### src/rtl/sha1_pkg.sv
// sha1_pkg: shared types, constants and helpers for the SHA-1 compression core.
//   state_t   : core FSM states (IDLE, LOAD, ROUND, FINAL, DONE)
//   H_INIT    : SHA-1 initial chaining values H0..H4
//   K         : per-20-round additive constants
//   rotl      : 32-bit rotate left
//   f         : round logic function selected by round index
package sha1_pkg;

   typedef enum logic [2:0] {
      IDLE  = 3'd0,
      LOAD  = 3'd1,
      ROUND = 3'd2,
      FINAL = 3'd3,
      DONE  = 3'd4
   } state_t;

   localparam logic [31:0] H_INIT [0:4] = '{
      32'h67452301, 32'hEFCDAB89, 32'h98BADCFE, 32'h10325476, 32'hC3D2E1F0
   };

   localparam logic [31:0] K [0:3] = '{
      32'h5A827999, 32'h6ED9EBA1, 32'h8F1BBCDC, 32'hCA62C1D6
   };

   function automatic logic [31:0] rotl(input logic [31:0] x, input int unsigned n);
      return (x << n) | (x >> (32 - n));
   endfunction

   // Ch for rounds 0-19, Maj for 40-59, Parity otherwise.
   function automatic logic [31:0] f(input logic [6:0] t, input logic [31:0] b,
                                     input logic [31:0] c, input logic [31:0] d);
      if (t < 7'd20)      return (b & c) | (~b & d);
      else if (t < 7'd40) return b ^ c ^ d;
      else if (t < 7'd60) return (b & c) | (b & d) | (c & d);
      else                return b ^ c ^ d;
   endfunction

endpackage

### src/rtl/sha1_core_if.sv
// sha1_core_if: control/data bundle between the Wishbone front end (master)
// and the compression core (slave).
//   start_i    : level from the front end; a rising edge launches one block
//   soft_rst_i : synchronous soft reset
//   message_i  : 512-bit block, W0 in [31:0] ... W15 in [511:480]
//   digest_o   : H0 in [159:128] ... H4 in [31:0]
//   done_o, panic_o : sticky status flags
//   busy_o     : core is in LOAD, ROUND or FINAL
//   loop_idx_o : current round index while in ROUND, else 0
//   state_dbg  : core FSM state, for observation only
// Handshake: there is no ready signal. The master may raise start_i at any
// time; the core acts only on a 0->1 transition seen while idle or done, and
// a transition seen while busy_o is high is dropped and flagged on panic_o.
// message_i must stay stable from the launch until busy_o has been high for
// one cycle (the block is copied in LOAD). done_o stays high until the next
// accepted launch or a soft reset.
interface sha1_core_if;
   import sha1_pkg::*;

   logic         start_i;
   logic         soft_rst_i;
   logic [511:0] message_i;
   logic [159:0] digest_o;
   logic         done_o;
   logic         panic_o;
   logic         busy_o;
   logic [6:0]   loop_idx_o;
   state_t       state_dbg;

   modport master (
      output start_i, soft_rst_i, message_i,
      input  digest_o, done_o, panic_o, busy_o, loop_idx_o, state_dbg
   );

   modport slave (
      input  start_i, soft_rst_i, message_i,
      output digest_o, done_o, panic_o, busy_o, loop_idx_o, state_dbg
   );

endinterface

### src/rtl/sha1_round.sv
// sha1_round: combinational single SHA-1 round.
//   a..e            : working variables entering the round
//   w               : schedule word Wt for this round
//   t               : round index 0..79 (selects f and K)
//   a_next..e_next  : working variables after the round
module sha1_round
   import sha1_pkg::*;
(
   input  logic [31:0] a,
   input  logic [31:0] b,
   input  logic [31:0] c,
   input  logic [31:0] d,
   input  logic [31:0] e,
   input  logic [31:0] w,
   input  logic [6:0]  t,
   output logic [31:0] a_next,
   output logic [31:0] b_next,
   output logic [31:0] c_next,
   output logic [31:0] d_next,
   output logic [31:0] e_next
);

   logic [1:0] k_sel;

   always_comb begin
      k_sel = 2'd3;
      if (t < 7'd20)      k_sel = 2'd0;
      else if (t < 7'd40) k_sel = 2'd1;
      else if (t < 7'd60) k_sel = 2'd2;
   end

   always_comb begin
      a_next = rotl(a, 5) + f(t, b, c, d) + e + K[k_sel] + w;
      b_next = a;
      c_next = rotl(b, 30);
      d_next = c;
      e_next = d;
   end

endmodule

### src/rtl/sha1_core.sv
// sha1_core: SHA-1 compression engine, one round per clock.
//   wb_clk_i : system clock
//   reset_n  : asynchronous active-low reset
//   bus      : sha1_core_if slave modport (controls, block, digest, status)
// Parameter ROUNDS (16..80, default 80) shortens the round loop for benches.
// Build option SHA1_CHAIN_EN: when defined, H0..H4 accumulate across blocks
// so consecutive launches hash a multi-block message; when undefined every
// block starts from the initial constants and no chaining state is kept.
module sha1_core
   import sha1_pkg::*;
#(
   parameter int ROUNDS = 80
)(
   input  logic        wb_clk_i,
   input  logic        reset_n,
   sha1_core_if.slave  bus
);

   state_t       state, state_n;
   logic         start_q;
   logic         launch;
   logic         busy;
   logic         last_round;
   logic [6:0]   t;
   logic [31:0]  a, b, c, d, e;
   logic [31:0]  a_nx, b_nx, c_nx, d_nx, e_nx;
   logic [31:0]  h     [0:4];
   logic [31:0]  h_sum [0:4];
   logic [31:0]  w_buf [0:15];
   logic [31:0]  wt;
   logic [3:0]   i0, i3, i8, i14;
   logic         done_q, panic_q;
   logic [159:0] digest_q;

   assign launch     = bus.start_i & ~start_q;
   assign last_round = (t == 7'(ROUNDS - 1));

   // Circular schedule: slot t[3:0] holds W(t-16), overwritten with Wt.
   always_comb begin
      i0  = t[3:0];
      i3  = i0 - 4'd3;
      i8  = i0 - 4'd8;
      i14 = i0 - 4'd14;
      if (t < 7'd16) wt = w_buf[i0];
      else           wt = rotl(w_buf[i3] ^ w_buf[i8] ^ w_buf[i14] ^ w_buf[i0], 1);
   end

   always_comb begin
      h_sum[0] = h[0] + a;
      h_sum[1] = h[1] + b;
      h_sum[2] = h[2] + c;
      h_sum[3] = h[3] + d;
      h_sum[4] = h[4] + e;
   end

   sha1_round u_round (
      .a      (a),
      .b      (b),
      .c      (c),
      .d      (d),
      .e      (e),
      .w      (wt),
      .t      (t),
      .a_next (a_nx),
      .b_next (b_nx),
      .c_next (c_nx),
      .d_next (d_nx),
      .e_next (e_nx)
   );

   // FSM state register
   always_ff @(posedge wb_clk_i or negedge reset_n) begin
      if (!reset_n) state <= IDLE;
      else          state <= state_n;
   end

   // FSM next state; soft reset overrides everything, including a launch
   always_comb begin
      state_n = state;
      if (bus.soft_rst_i) begin
         state_n = IDLE;
      end else begin
         case (state)
            IDLE, DONE: if (launch) state_n = LOAD;
            LOAD:       state_n = ROUND;
            ROUND:      if (last_round) state_n = FINAL;
            FINAL:      state_n = DONE;
            default:    state_n = IDLE;
         endcase
      end
   end

   // FSM outputs
   always_comb begin
      busy            = (state == LOAD) || (state == ROUND) || (state == FINAL);
      bus.busy_o      = busy;
      bus.loop_idx_o  = (state == ROUND) ? t : 7'd0;
      bus.state_dbg   = state;
   end

   // Datapath and sticky status
   always_ff @(posedge wb_clk_i or negedge reset_n) begin
      if (!reset_n) begin
         start_q  <= 1'b0;
         done_q   <= 1'b0;
         panic_q  <= 1'b0;
         digest_q <= '0;
         t        <= '0;
         a        <= '0;
         b        <= '0;
         c        <= '0;
         d        <= '0;
         e        <= '0;
         for (int i = 0; i < 5; i++)  h[i]     <= H_INIT[i];
         for (int i = 0; i < 16; i++) w_buf[i] <= '0;
      end else begin
         start_q <= bus.start_i;
         if (bus.soft_rst_i) begin
            done_q   <= 1'b0;
            panic_q  <= 1'b0;
            digest_q <= '0;
            t        <= '0;
            for (int i = 0; i < 5; i++) h[i] <= H_INIT[i];
         end else begin
            if (launch) begin
               if (busy) panic_q <= 1'b1;
               else      done_q  <= 1'b0;
            end
            case (state)
               LOAD: begin
                  for (int i = 0; i < 16; i++) w_buf[i] <= bus.message_i[32*i +: 32];
                  a <= h[0];
                  b <= h[1];
                  c <= h[2];
                  d <= h[3];
                  e <= h[4];
                  t <= '0;
               end
               ROUND: begin
                  a        <= a_nx;
                  b        <= b_nx;
                  c        <= c_nx;
                  d        <= d_nx;
                  e        <= e_nx;
                  w_buf[i0] <= wt;
                  t        <= last_round ? 7'd0 : t + 7'd1;
               end
               FINAL: begin
                  digest_q <= {h_sum[0], h_sum[1], h_sum[2], h_sum[3], h_sum[4]};
                  done_q   <= 1'b1;
`ifdef SHA1_CHAIN_EN
                  for (int i = 0; i < 5; i++) h[i] <= h_sum[i];
`else
                  // h stays at the initial constants: every block is independent
`endif
               end
               default: ;
            endcase
         end
      end
   end

   assign bus.digest_o = digest_q;
   assign bus.done_o   = done_q;
   assign bus.panic_o  = panic_q;

endmodule
### src/flat_wrapper.sv
// flat-port wrapper written by rule: the top's interface ports become plain ports
module sha1_core_flat import sha1_pkg::*;
#(
   parameter int ROUNDS = 80
)
  (wb_clk_i, reset_n, bus_start_i, bus_soft_rst_i, bus_message_i, bus_digest_o, bus_done_o, bus_panic_o, bus_busy_o, bus_loop_idx_o, bus_state_dbg);
  sha1_core_if bus_i ();
  input  logic wb_clk_i;
  input  logic reset_n;
  input wire logic [$bits(bus_i.start_i)-1:0] bus_start_i;
  input wire logic [$bits(bus_i.soft_rst_i)-1:0] bus_soft_rst_i;
  input wire logic [$bits(bus_i.message_i)-1:0] bus_message_i;
  output wire logic [$bits(bus_i.digest_o)-1:0] bus_digest_o;
  output wire logic [$bits(bus_i.done_o)-1:0] bus_done_o;
  output wire logic [$bits(bus_i.panic_o)-1:0] bus_panic_o;
  output wire logic [$bits(bus_i.busy_o)-1:0] bus_busy_o;
  output wire logic [$bits(bus_i.loop_idx_o)-1:0] bus_loop_idx_o;
  output wire logic [$bits(bus_i.state_dbg)-1:0] bus_state_dbg;
  assign bus_i.start_i = bus_start_i;
  assign bus_i.soft_rst_i = bus_soft_rst_i;
  assign bus_i.message_i = bus_message_i;
  assign bus_digest_o = bus_i.digest_o;
  assign bus_done_o = bus_i.done_o;
  assign bus_panic_o = bus_i.panic_o;
  assign bus_busy_o = bus_i.busy_o;
  assign bus_loop_idx_o = bus_i.loop_idx_o;
  assign bus_state_dbg = bus_i.state_dbg;
  sha1_core #(.ROUNDS(ROUNDS)) u_core (.wb_clk_i(wb_clk_i), .reset_n(reset_n), .bus(bus_i));
endmodule
### config.mk
export PLATFORM = sky130hd
export DESIGN_NAME = sha1_core_flat
export DESIGN_NICKNAME = d
export VERILOG_FILES = /design/src/rtl/sha1_pkg.sv /design/src/rtl/sha1_core_if.sv /design/src/rtl/sha1_round.sv /design/src/rtl/sha1_core.sv /design/src/flat_wrapper.sv
export SDC_FILE = /design/constraint.sdc
export NUM_CORES = 2
export LEC_CHECK = 0
export ABC_CLOCK_PERIOD_IN_PS = 12690
export BUFFER_PORTS_ARGS = -buffer_cell sky130_fd_sc_hd__buf_2
export CORE_ASPECT_RATIO = 0.75
export CORE_MARGIN = 1.5
export CORE_UTILIZATION = 35
export CTS_BUF_LIST = sky130_fd_sc_hd__clkbuf_8
export CTS_CLUSTER_SIZE = 12
export DETAILED_ROUTE_END_ITERATION = 6
export GPL_TIMING_DRIVEN = 0
export SYNTH_ARGS = -nofsm -noshare
export SYNTH_HDL_FRONTEND = slang
export SYNTH_SLANG_ARGS = --single-unit
### constraint.sdc
create_clock -name wb_clk_i -period 12.69 [get_ports wb_clk_i]
set_input_delay 0.6345 -clock wb_clk_i [delete_from_list [all_inputs] [get_ports wb_clk_i]]
set_output_delay 0.6345 -clock wb_clk_i [all_outputs]
set_load 0.05 [all_outputs]
==> reports/summary.txt <==
====================================================================================
Number of enable-type register cells in the synthesized netlist                    0
Total non-filler cell area in the finished layout                        0.0683 mm^2
Antenna-violating nets left                                                        0
Total grt overflow                                                                 0
Max-capacitance violation count                                                   10
Crit path capture type                                                     flip-flop
Violated checks                                                         DRC, capacitance limit, slew limit
Seq pwr share                                                                  0.299
P_sw                                                                         8070 uW
Drt pass-1 iters                                                                   7
Wire per inst                                                                41.4 um
Area added between synthesis and finish                                        21.0%
Routability congestion estimate from global placement                           1.05
Crit path launch type                                                      flip-flop
Die span in x                                                                 467 um
Highest fanout seen on the critical path                                          11
Sequential area share after synthesis                                          0.375
Starting Density                                                               0.353
Share of power burned in combinational logic                                   0.534
Setup bufs post-CTS                                                                0
Seq cells post-synth                                                             845
Skew final                                                                   60.8 ps
Peak per-stage delay on the critical path                                    1140 ps
TritonCTS Sinks                                                                  845
Half-perimeter wire length after detailed placement                        282000 um
RSZ-0062 raised after global routing                                              no
Placement row count                                                              127
Worst path most repeated cell                                           sky130_fd_sc_hd__a21oi_1
Fmax                                                                      0.0791 GHz
Worst hold-check path type                                              primary input to flip-flop
TritonCTS Buffers                                                                155
Cell with the biggest individual delay on the critical path             sky130_fd_sc_hd__clkbuf_1
Total count of hold-check failures in the final report                             0
Fill cells                                                                     15816
Antenna violations before repair                                                  60
CTS max path bufs                                                                  3
Layout cells sized above 1                                                     0.270
Power density over the cells                                             247 mW/mm^2
Total via count in the routed design                                           56493
Slew of the pin with the lowest slew margin                                  1690 ps
Post-route clock period utilization                                            0.997
Area of the core region                                                   0.160 mm^2
Chip height                                                                   351 um
Buffer type at the clock tree root                                      sky130_fd_sc_hd__clkbuf_8
Netlist area before placement                                            0.0564 mm^2
Final Routed Wirelength                                                    356000 um
Net count after synthesis                                                       5940
Mean area per synthesized cell                                             10.7 um^2
Post-Synthesis Cells                                                            5257
Total DRC errors in the routed layout                                              2
Clock tree from TritonCTS                                                       done
Total power draw                                                            16800 uW
Clock power frac                                                               0.166
Port Buffer Count                                                                687
Slew margin rel.                                                              -0.128
Fin nets                                                                        7006
H-Tree Depth                                                                       4
Result of the run                                                       finished with violations
Pint                                                                         8770 uW
Total of warnings raised by yosys                                                  0
Share of flip-flops with an asynchronous set or reset after synthesis           1.00
Maximum number of pins on one net before global-route repair                     110
Initial DRC Count                                                               8649
Combined global-route utilization of all metal layers                          0.424
Most common flop cell mapped by yosys                                   sky130_fd_sc_hd__dfrtp_1
Number of max-slew violations in the final report                                 77
Static Leak                                                                0.0282 uW
Required time of the critical path                                          13440 ps
Clock period minus worst slack                                              12650 ps
Via count of the first global-routing pass                                     52939
Via density per instance                                                        6.57
Count of unique library cells instantiated by Yosys                               77
Worst setup path class                                                  flip-flop to flip-flop
Die Area                                                                  0.164 mm^2
Clk_lat worst skew                                                            990 ps
Boundary Pins                                                                    689
Count of final setup violators                                                     0
Proportion of total power due to net switching                                 0.479
Clock transition at the registers of the reported paths                        70 ps
Maximum vdd ir drop                                                         0.269 mV
First-pass GRT wire length                                                 466000 um
Endpoint arrival time on the critical path                                  13390 ps
Placed cell areas                                                        0.0630 mm^2
====================================================================================
## metrics by stage
step	hold slack, ps	setup slack (ps)	std cells	util	setup TNS (ps)
floorplan	339	5150	5257	-	0
global placement	462	-8910	8072	0.391	-7302270
detailed placement	469	540	8093	0.394	0
CTS	0.349	507	8561	0.426	0
global route	21.3	82.6	8577	0.427	0
finish	25.3	42.9	8599	0.427	0
## sequential cells by signal, summed over array words and instances, names as in the netlist
register              count
u_core.w_buf            512
u_core.bus.digest_o     160
u_core.a                 32
u_core.b                 32
u_core.c                 32
u_core.d                 32
u_core.e                 32
u_core.t                  7
u_core.bus.state_dbg      3
u_core.bus.done_o         1
u_core.bus.panic_o        1
u_core.start_q            1
## synth_stat cells, types with 24 or more instances
| cell type | count | area (um^2) |
|---|---|---|
| sky130_fd_sc_hd__dfrtp_1 | 845 | 21100 |
| sky130_fd_sc_hd__nor2_1 | 654 | 2450 |
| sky130_fd_sc_hd__a21oi_1 | 547 | 2740 |
| sky130_fd_sc_hd__a22oi_1 | 442 | 3320 |
| sky130_fd_sc_hd__mux4_2 | 424 | 9550 |
| sky130_fd_sc_hd__nand2_1 | 337 | 1260 |
| sky130_fd_sc_hd__clkbuf_1 | 298 | 1120 |
| sky130_fd_sc_hd__o21ai_0 | 238 | 1190 |
| sky130_fd_sc_hd__xnor2_1 | 171 | 1500 |
| sky130_fd_sc_hd__inv_1 | 169 | 634 |
| sky130_fd_sc_hd__fa_1 | 113 | 2260 |
| sky130_fd_sc_hd__mux2i_1 | 89 | 891 |
| sky130_fd_sc_hd__xor2_1 | 83 | 727 |
| sky130_fd_sc_hd__a21oi_2 | 78 | 683 |
| sky130_fd_sc_hd__a22oi_2 | 63 | 788 |
| sky130_fd_sc_hd__buf_2 | 59 | 295 |
| sky130_fd_sc_hd__a22o_1 | 57 | 499 |
| sky130_fd_sc_hd__ha_1 | 54 | 676 |
| sky130_fd_sc_hd__o22a_1 | 45 | 394 |
| sky130_fd_sc_hd__buf_4 | 43 | 323 |
| sky130_fd_sc_hd__buf_6 | 42 | 473 |
| sky130_fd_sc_hd__nand2b_1 | 31 | 194 |
| sky130_fd_sc_hd__nand3_1 | 30 | 150 |
| sky130_fd_sc_hd__nor3_1 | 26 | 130 |
| sky130_fd_sc_hd__mux4_1 | 24 | 631 |
## worst max-delay path, delay by kind of cell (launching register included)
kind	cells	cell delay [ps]
buffers and inverters	9	4070
AO/OA/AOI/OAI	8	3600
adder cells (fa/ha/maj)	6	2020
multiplexers	2	1040
XOR/XNOR	4	550
AND/OR/NAND/NOR	3	540
flip-flops	1	490
## final cells by class
cell class,count,area (um^2),share of cell area
timing repair buffer,909,5890,0.0863
buffer,485,2560,0.0375
tap,2128,2660,0.0390
sequential,845,21100,0.310
antenna,35,87.6,0.00128
clock inverter,81,508,0.00744
inverter,171,642,0.00940
clock buffer,189,2600,0.0381
multi-input combinational,3756,32200,0.471
## power groups by stage
stage / sequential, uW / combinational [uW] / clock (uW)
after floorplan: 4300 / 6020 / 0
after global placement: 4940 / 8590 / 0
after detailed placement: 4970 / 8630 / 0
after CTS: 4930 / 8750 / 2800
after global routing: 5050 / 9560 / 2920
final: 5040 / 9000 / 2800
## final timing paths
check / start / end / slack, ps / cells past startpoint
worst max-delay path: u_core.t[1] / u_core.a[29] / 40 / 32
worst min-delay path: bus_message_i[203] / u_core.w_buf[299] / 30 / 3
worst max register to register: u_core.t[1] / u_core.a[29] / 40 / 32
worst min register to register: u_core.bus.digest_o[63] / u_core.bus.digest_o[63] / 480 / 2
max in group asynchronous: reset_n / u_core.a[10] / 10120 / 6
min in group asynchronous: reset_n / u_core.w_buf[313] / 150 / 2
## routing by layer
metal	wire (um)	part of all wire	GRT usage	vias to the layer above
met5	184	0.00052	0	-
met4	21600	0.061	0.219	28
met3	51600	0.14	0.196	925
met2	138000	0.39	0.552	4704
met1	145000	0.41	0.579	29186
li1	-	-	-	21650
## what timing repair did
| item | 4_1_cts | 5_1_grt |
|---|---|---|
| endpoints found under the hold margin | 298 | 0 |
| hold buffers | 198 | 0 |
| setup endpoints to repair | 0 | 4 |
| resized for setup | 0 | 3 |
## cells by family after synthesis
logic type	synth area share
multiplexers	0.198
flip-flops	0.375
adder cells (fa/ha/maj)	0.0521
buffers and inverters	0.0561
AO/OA/AOI/OAI	0.194
AND/OR/NAND/NOR	0.0828
XOR/XNOR	0.0418
## cell usage in the layout, fill, tap and decap left out, types with 31 or more instances in the layout
cell / n
sky130_fd_sc_hd__xnor2_1: 171
sky130_fd_sc_hd__ha_1: 54
sky130_fd_sc_hd__a22oi_1: 442
sky130_fd_sc_hd__a22oi_2: 63
sky130_fd_sc_hd__o21ai_0: 238
sky130_fd_sc_hd__clkbuf_1: 273
sky130_fd_sc_hd__nor2_1: 652
sky130_fd_sc_hd__dfrtp_1: 845
sky130_fd_sc_hd__buf_6: 43
sky130_fd_sc_hd__diode_2: 35
sky130_fd_sc_hd__a22o_1: 57
sky130_fd_sc_hd__nand2_1: 337
sky130_fd_sc_hd__a21oi_2: 88
sky130_fd_sc_hd__buf_2: 752
sky130_fd_sc_hd__xor2_1: 82
sky130_fd_sc_hd__mux2i_1: 89
sky130_fd_sc_hd__clkbuf_8: 189
sky130_fd_sc_hd__buf_4: 44
sky130_fd_sc_hd__fa_1: 113
sky130_fd_sc_hd__nand2b_1: 31
sky130_fd_sc_hd__a21oi_1: 537
sky130_fd_sc_hd__mux4_2: 424
sky130_fd_sc_hd__o22a_1: 45
sky130_fd_sc_hd__dlygate4sd3_1: 198
sky130_fd_sc_hd__inv_1: 222
Note: power is estimated with default switching activity, not from simulation.
